[src/rtl/fifo_stream_reader_pkg.sv]
// fifo_stream_reader_pkg: DMA read-path width constants shared with the data FIFO.
package fifo_stream_reader_pkg;
  localparam int DMA_DATA_W = 32;
  localparam int DMA_LEN_W = 16;
endpackage

[src/rtl/fifo_stream_reader_skid_buf.sv]
// stream_skid_buf: 2-entry in-order buffer; head in r_d0, writes land at the first free slot after any pop.
module stream_skid_buf
  import fifo_stream_reader_pkg::*;
#(
  parameter int W = DMA_DATA_W + 1
) (
  input  logic         i_clk,
  input  logic         i_rst_n,
  input  logic         i_wr,
  input  logic [W-1:0] i_wdata,
  input  logic         i_pop,
  output logic [W-1:0] o_head,
  output logic [1:0]   o_occ
);
  logic [W-1:0] r_d0, r_d1;
  logic [1:0]   r_occ;
  logic [1:0]   w_idx;
  assign w_idx  = r_occ - {1'b0, i_pop};
  assign o_head = r_d0;
  assign o_occ  = r_occ;
  always_ff @(posedge i_clk or negedge i_rst_n) begin
    if (!i_rst_n) begin
      r_d0  <= '0;
      r_d1  <= '0;
      r_occ <= '0;
    end else begin
      r_occ <= w_idx + {1'b0, i_wr};
      if (i_wr && w_idx == 2'd0) r_d0 <= i_wdata;
      else if (i_pop) r_d0 <= r_d1;
      if (i_wr && w_idx == 2'd1) r_d1 <= i_wdata;
    end
  end
endmodule

[src/rtl/fifo_stream_reader.sv]
// fifo_stream_reader: pops a registered-output FIFO into a valid/ready stream with m_last framing.
module fifo_stream_reader
  import fifo_stream_reader_pkg::*;
#(
  parameter int BITS_WIDTH = DMA_DATA_W,
  parameter int BITS_LEN   = DMA_LEN_W
) (
  input  logic                  i_clk,
  input  logic                  i_rst_n,
  input  logic                  i_en,
  input  logic [BITS_LEN-1:0]   cfg_len,
  input  logic [BITS_WIDTH-1:0] fifo_dout,
  input  logic                  fifo_empty,
  output logic                  fifo_rd_en,
  output logic [BITS_WIDTH-1:0] m_data,
  output logic                  m_valid,
  output logic                  m_last,
  input  logic                  m_ready,
  output logic                  o_busy
);
  logic                r_inflight;
  logic [BITS_LEN-1:0] r_cnt, r_len, w_len;
  logic                w_pop, w_last;
  logic [1:0]          w_occ;
  logic [2:0]          w_credit;
  logic [BITS_WIDTH:0] w_head;
  assign w_pop    = m_valid & m_ready;
  // slots that will be committed after this edge; a new read is only safe below 2
  assign w_credit = {1'b0, w_occ} + {2'b0, r_inflight} - {2'b0, w_pop};
  assign fifo_rd_en = i_rst_n & i_en & ~fifo_empty & (w_credit < 3'd2);
  assign w_len    = (r_cnt == '0) ? ((cfg_len == '0) ? BITS_LEN'(1) : cfg_len) : r_len;
  assign w_last   = (r_cnt == w_len - BITS_LEN'(1));
  assign {m_last, m_data} = w_head;
  assign m_valid  = (w_occ != 2'd0);
  assign o_busy   = r_inflight | m_valid;
  always_ff @(posedge i_clk or negedge i_rst_n) begin
    if (!i_rst_n) begin
      r_inflight <= 1'b0;
      r_cnt      <= '0;
      r_len      <= '0;
    end else begin
      r_inflight <= fifo_rd_en;
      if (r_inflight) begin
        r_len <= w_len;
        r_cnt <= w_last ? '0 : r_cnt + BITS_LEN'(1);
      end
    end
  end
  stream_skid_buf #(.W(BITS_WIDTH + 1)) u_buf (
    .i_clk   (i_clk),
    .i_rst_n (i_rst_n),
    .i_wr    (r_inflight),
    .i_wdata ({w_last, fifo_dout}),
    .i_pop   (w_pop),
    .o_head  (w_head),
    .o_occ   (w_occ)
  );
endmodule

[config.mk]
export PLATFORM = sky130hd
export DESIGN_NAME = fifo_stream_reader
export DESIGN_NICKNAME = d
export VERILOG_FILES = /design/src/rtl/fifo_stream_reader_pkg.sv /design/src/rtl/fifo_stream_reader_skid_buf.sv /design/src/rtl/fifo_stream_reader.sv
export SDC_FILE = /design/constraint.sdc
export NUM_CORES = 1
export LEC_CHECK = 0
export CORE_MARGIN = 4
export CORE_UTILIZATION = 50
export DETAILED_ROUTE_END_ITERATION = 8
export HOLD_SLACK_MARGIN = 0.12
export PLACE_DENSITY = 0.75
export SLEW_MARGIN = 20
export SYNTH_ARGS = -nofsm -noshare
export SYNTH_HDL_FRONTEND = slang
export SYNTH_SLANG_ARGS = --single-unit
[constraint.sdc]
create_clock -name i_clk -period 6.4 [get_ports i_clk]
set_clock_uncertainty 0.2 [all_clocks]
set_input_delay 1.28 -clock i_clk [delete_from_list [all_inputs] [get_ports i_clk]]
set_output_delay 1.28 -clock i_clk [all_outputs]
set_load 0.02 [all_outputs]
==> reports/qor.yml, run 1 <==
status: "finished, final reports clean"
overflow: 0
port_buffers: 88
cts_buffer_depth: 2
final_cell_mix: "dfrtp_1, clkdlybuf4s50_1, mux2_2, nand2_1, mux2i_1"
critPathMaxFanout: 3
final_common_cell: "dfrtp_1"
grt_pass1_vias: 4728
holdBufCountCts: 0
die-area_um2: 13300
ys_seq_area_frac: 0.440
fin_area_um2: 6940
critPathKind: "primary input to output pin"
start_util: 0.521
maxSlewHeadroom: 0.389
cap_violations: 0
drc: 0
synth_edf_count: 0
clock.fmax_mhz: 188
avgRoutedWirePerCell_um: 18.9
placed_area_um2: 6660
cp.arrival_ns: 3.85
grt_max_degree: 74
finalWirelength_um: 14500
postSynthAreaPerCell_um2: 10.3
worstPathCellList: "clkdlybuf4s50_1 -> nand2_2 -> inv_1 -> ha_1 -> inv_1 -> nand2_1 -> fa_1 -> nand4b_1 -> nor2_1 -> clkdlybuf4s50_1"
synth-async-reset-ratio: 1.00
setup.worst_path.end_class: "output pin"
vias: 4517
cts_tree: "yes"
syn_nets: 618
yosysTopAreaCellShare: 0.440
cts.sinks: 101
finalMaxSlewViolations: 0
yosysTopAreaCell: "dfrtp_1"
antenna_found_initial: 0
finalCriticalPeriod_ns: 5.33
synth-seq-cells: 101
rsz0062_at_grt: "false"
slowest_stage: "clkdlybuf4s50_1"
setup_violations: 0
cts_buffers: 9
grt_first_pass_wirelength_um: 24000
netlist_instances: 558
nets: 686
dr.pass1.iters: 5
drtIter0Drc: 351
insertion_delay_ns: 0.36
startpoint_type: "primary input"
power.total_uw: 2240
synthDistinctLibCells: 60
root_buffer: "clkbuf_16"
syn_to_final_growth_pct: 20.8
ant_nets: 0
dpl.hpwl_um: 10400
layout-drive-gt1-share: 0.151
ys.flop_type: "dfrtp_1"
hold_viol: 0
p_per_area_nw_per_um2: 324
yosysWarningCount: 0
cts_resized: 0
clk_pin_slew_ns: 0.07
path_buf_inv: 4
cts_setup_buffers: 0
whs_ns: 0.309
critical-path-top-delay-family: "buffers and inverters"
worst_slew_pin_slew_ns: 0.917
rows: 38
synthTopCellsByArea: "dfrtp_1, mux2_2, mux2i_1"
r2r_slack_ns: 2.05
syn_area_um2: 5740
crit_path_max_incr_delay_ns: 0.68
antenna_cells: 0
hold_class: "flip-flop to flip-flop"
ir_drop_mv: 0.246
cp.required_ns: 4.92
viasPerCell: 5.86
htreeDepth: 3
p_leak_uw: 0.00298
die_width_um: 115
track_usage: 0.230
die_h_um: 115
ios: 89
core-area_um2: 11000
gp_congestion: 0.910
min_period_over_period: 0.832
fin_tns_setup_ns: 0
==> Yosys cell counts, types with 4 or more instances <==
library cell	count
o21ai_0	45
nor2_1	33
mux2_2	50
nand2_1	48
nor2_2	10
buf_6	4
dfrtp_1	101
nor4_1	8
mux2i_1	46
clkbuf_1	22
xor2_1	12
or3_1	4
a21oi_1	9
nand3_1	18
nand2b_1	4
ha_1	6
nor3_1	19
buf_2	5
inv_1	15
nand4_1	10
xnor2_1	20
==> metrics by stage <==
stage,cells,setup slack [ns],utilization
2_1_floorplan,558,1.58,-
3_3_place_gp,755,1.27,0.604
3_5_place_dp,755,1.07,0.604
4_1_cts,771,1.09,0.629
5_1_grt,771,1.01,0.629
6_report,771,1.07,0.629
==> final cells by class <==
type                            count  area (µm²)
Clock inverter                      6        46.3
Multi-Input combinational cell    406        2990
Inverter                           15        56.3
Tap cell                          140         175
Timing Repair Buffer               93         916
Clock buffer                       10         229
Sequential cell                   101        2530
Fill cell                         912        4100
==> where the power goes <==
part	internal [µW]	leakage (µW)	switching [µW]	total (µW)
Combinational	376	0.00159	385	761
Sequential	794	0.00125	162	956
Clock	269	0.000140	259	528
==> path summary, 6_finish.rpt <==
path,start,to,cells after the start
setup reg to reg,r_cnt[0],u_buf.r_d1[32],14
hold reg to reg,u_buf.r_d1[19],u_buf.r_d1[19],1
min in group asynchronous,i_rst_n,r_len[10],1
setup / recovery,m_ready,fifo_rd_en,10
hold / removal,u_buf.r_d1[19],u_buf.r_d1[19],1
max in group asynchronous,i_rst_n,r_cnt[12],2
==> cells by family (layout without fill, tap and decap cells) <==
family / Yosys count / in the layout / synth area share
xor+xnor: 32 / 32 / 0.0488
simple gates: 185 / 185 / 0.178
compound gates: 85 / 85 / 0.0937
buf+inv: 51 / 124 / 0.0416
flops: 101 / 101 / 0.440
mux: 97 / 97 / 0.181
fa+ha+maj: 7 / 7 / 0.0166
==> registers in the layout, summed over array words and instances, names as in the netlist <==
signal        cells
u_buf.o_head     33
r_inflight        1
u_buf.r_d1       33
r_cnt            16
u_buf.o_occ       2
r_len            16
==> routing by layer <==
layer,GRT usage,wire length [µm],vias to the layer above
met2,0.380,7000,141
met3,0.0742,1160,26
li1,-,-,2126
met1,0.287,6090,2224
met4,0.0736,287,0
met5,0,0,-
Note: power is estimated with default switching activity, not from simulation.
==> inputs of run 2 (changes only) <==
Settings changed: CORE_UTILIZATION 50 to 49, PLACE_DENSITY 0.75 to 0.77.
Clock period 6.4 ns to 4.8 ns, I/O delays scaled along.
==> reports/qor.yml, run 2 (synthesized netlist as in run 1, its figures left out) <==
final_common_cell: "dfrtp_1"
r2r_cells: 15  # +1
layout-drive-gt1-share: 0.174  # +0.0238
htreeDepth: 3  # unchanged
antenna_found_initial: 0  # unchanged
hold_class: "flip-flop to flip-flop"
track_usage: 0.216  # -0.0143
antenna_cells: 0  # unchanged
drtIter0Drc: 297  # -15%
grt_first_pass_wirelength_um: 23000  # -4.3%
grt_pass1_vias: 4681  # -0.99%
min_period_over_period: 0.944
cts_resized: 0  # unchanged
cts_buffer_depth: 2  # unchanged
core-area_um2: 11500  # +4.0%
critPathMaxFanout: 3  # unchanged
setup.worst_path.end_class: "output pin"
hp-start: "u_buf.r_d1[23]"
cp.arrival_ns: 3.37  # -0.48 ns
cp.required_ns: 3.64  # -1.28 ns
start_util: 0.501  # -0.0198
cts.sinks: 101  # unchanged
r2r_slack_ns: 0.63  # -1.42 ns
startpoint_type: "primary input"
overflow: 0  # unchanged
ant_nets: 0  # unchanged
p_per_area_nw_per_um2: 424  # +31%
vias: 4526  # +0.20%
cts_buffers: 9  # unchanged
whs_path_depth: 1  # unchanged
root_buffer: "clkbuf_16"
p_leak_uw: 0.00307  # +3.1%
dpl.hpwl_um: 9840  # -5.8%
ios: 89  # unchanged
setup_violations: 0  # unchanged
die_h_um: 116  # +0.95%
viasPerCell: 5.72  # -2.3%
rsz0062_at_grt: "false"
gp_congestion: 0.995  # +9.3%
clk_pin_slew_ns: 0.07  # about the same
drc: 0  # unchanged
avgRoutedWirePerCell_um: 17.3  # -8.3%
ir_drop_mv: 0.308  # +25%
finalWirelength_um: 13700  # -5.9%
rows: 39  # +2.6%
power.total_uw: 3020  # +34%
r2r-start: "r_cnt[0]"
holdBufCountCts: 0  # unchanged
critPathKind: "primary input to output pin"
dr.pass1.iters: 5  # unchanged
fin_tns_setup_ns: 0  # unchanged
clock.fmax_mhz: 221
grt_max_degree: 74  # unchanged
hold_end: "u_buf.r_d1[23]"
insertion_delay_ns: 0.35  # about the same
cap_violations: 0  # unchanged
finalMaxSlewViolations: 0  # unchanged
hold_viol: 0  # unchanged
r2r-end: "u_buf.o_head[32]"
finalCriticalPeriod_ns: 4.53
die-area_um2: 13500  # +1.9%
worst_slew_pin_slew_ns: 0.926  # +0.00925 ns
die_width_um: 116  # +0.95%
cts_tree: "yes"
maxSlewHeadroom: 0.382  # -0.00617
syn_to_final_growth_pct: 24.0
final_cell_mix: "dfrtp_1, clkdlybuf4s50_1, mux2_2, nand2_1, mux2i_1"
nets: 703  # +2.5%
status: "finished, final reports clean"
port_buffers: 88  # unchanged
n_fill_cell: 918  # +0.66%
cts_setup_buffers: 0  # unchanged
[run 2: cell count changes in the layout (fill, tap and decap cells not counted), sizes merged]
cell / before / now
buf: 6 / 23
clkbuf: 10 / 9
clkinv: 3 / 4
[run 2: power breakdown]
group          internal, µW  leakage [µW]  total (µW)  switching, µW
registers              1060       0.00125        1250            194
logic                   519       0.00167        1040            518
clock network           370      0.000148         727            357
total                  1950       0.00307        3020           1070
[run 2: worst max-delay path, stage by stage]
cell             delay [ns]
clkdlybuf4s50_1        0.47
nand2_2                0.05
inv_1                  0.05
ha_1                   0.21
inv_1                  0.11
nand2_1                0.11
fa_1                   0.52
nand4b_1               0.10
nor2_1                 0.16
clkdlybuf4s50_1        0.63
[run 2: layout make-up]
| cell class | count | area [µm²] | area share |
|---|---|---|---|
| Inverter | 15 | 56.3 | 0.00791 |
| Clock inverter | 7 | 78.8 | 0.0111 |
| Clock buffer | 9 | 225 | 0.0316 |
| Timing Repair Buffer | 110 | 1070 | 0.150 |
| Tap cell | 143 | 179 | 0.0251 |
| Multi-Input combinational cell | 406 | 2990 | 0.419 |
| Sequential cell | 101 | 2530 | 0.355 |
[run 2: per-stage QoR]
step                      hold slack, ns  instance area (µm²)  setup slack (ns)   util  std cells
after CTS                          0.312                 7120             0.246  0.621        791
after global placement             0.288                 6820             0.287  0.594        775
after global routing               0.327                 7120            0.0876  0.621        791
after detailed placement           0.296                 6820             0.129  0.594        775
final                              0.308                 7120             0.271  0.621        791
after floorplan                    0.267                 5740             0.622      -        558
[run 2: per-layer routing]
| layer | GRT usage | vias to the layer above | share of wire |
|---|---|---|---|
| met1 | 0.273 | 2209 | 0.43 |
| met4 | 0.0797 | 0 | 0.017 |
| li1 | - | 2168 | - |
| met5 | 0 | - | 0 |
| met2 | 0.339 | 131 | 0.47 |
| met3 | 0.0798 | 18 | 0.089 |
[run 2: worst max-delay path by stage]
| stage | start | end | slack (ns) | cells after the start |
|---|---|---|---|---|
| 2_1_floorplan | m_ready | fifo_rd_en | 0.62 | 9 |
| 3_3_place_gp | cfg_len[9] | r_cnt[3] | 0.29 | 14 |
| 3_5_place_dp | cfg_len[9] | r_cnt[3] | 0.13 | 14 |
| 4_1_cts | m_ready | fifo_rd_en | 0.25 | 10 |
| 5_1_grt | m_ready | fifo_rd_en | 0.09 | 10 |
| 6_report | m_ready | fifo_rd_en | 0.27 | 10 |
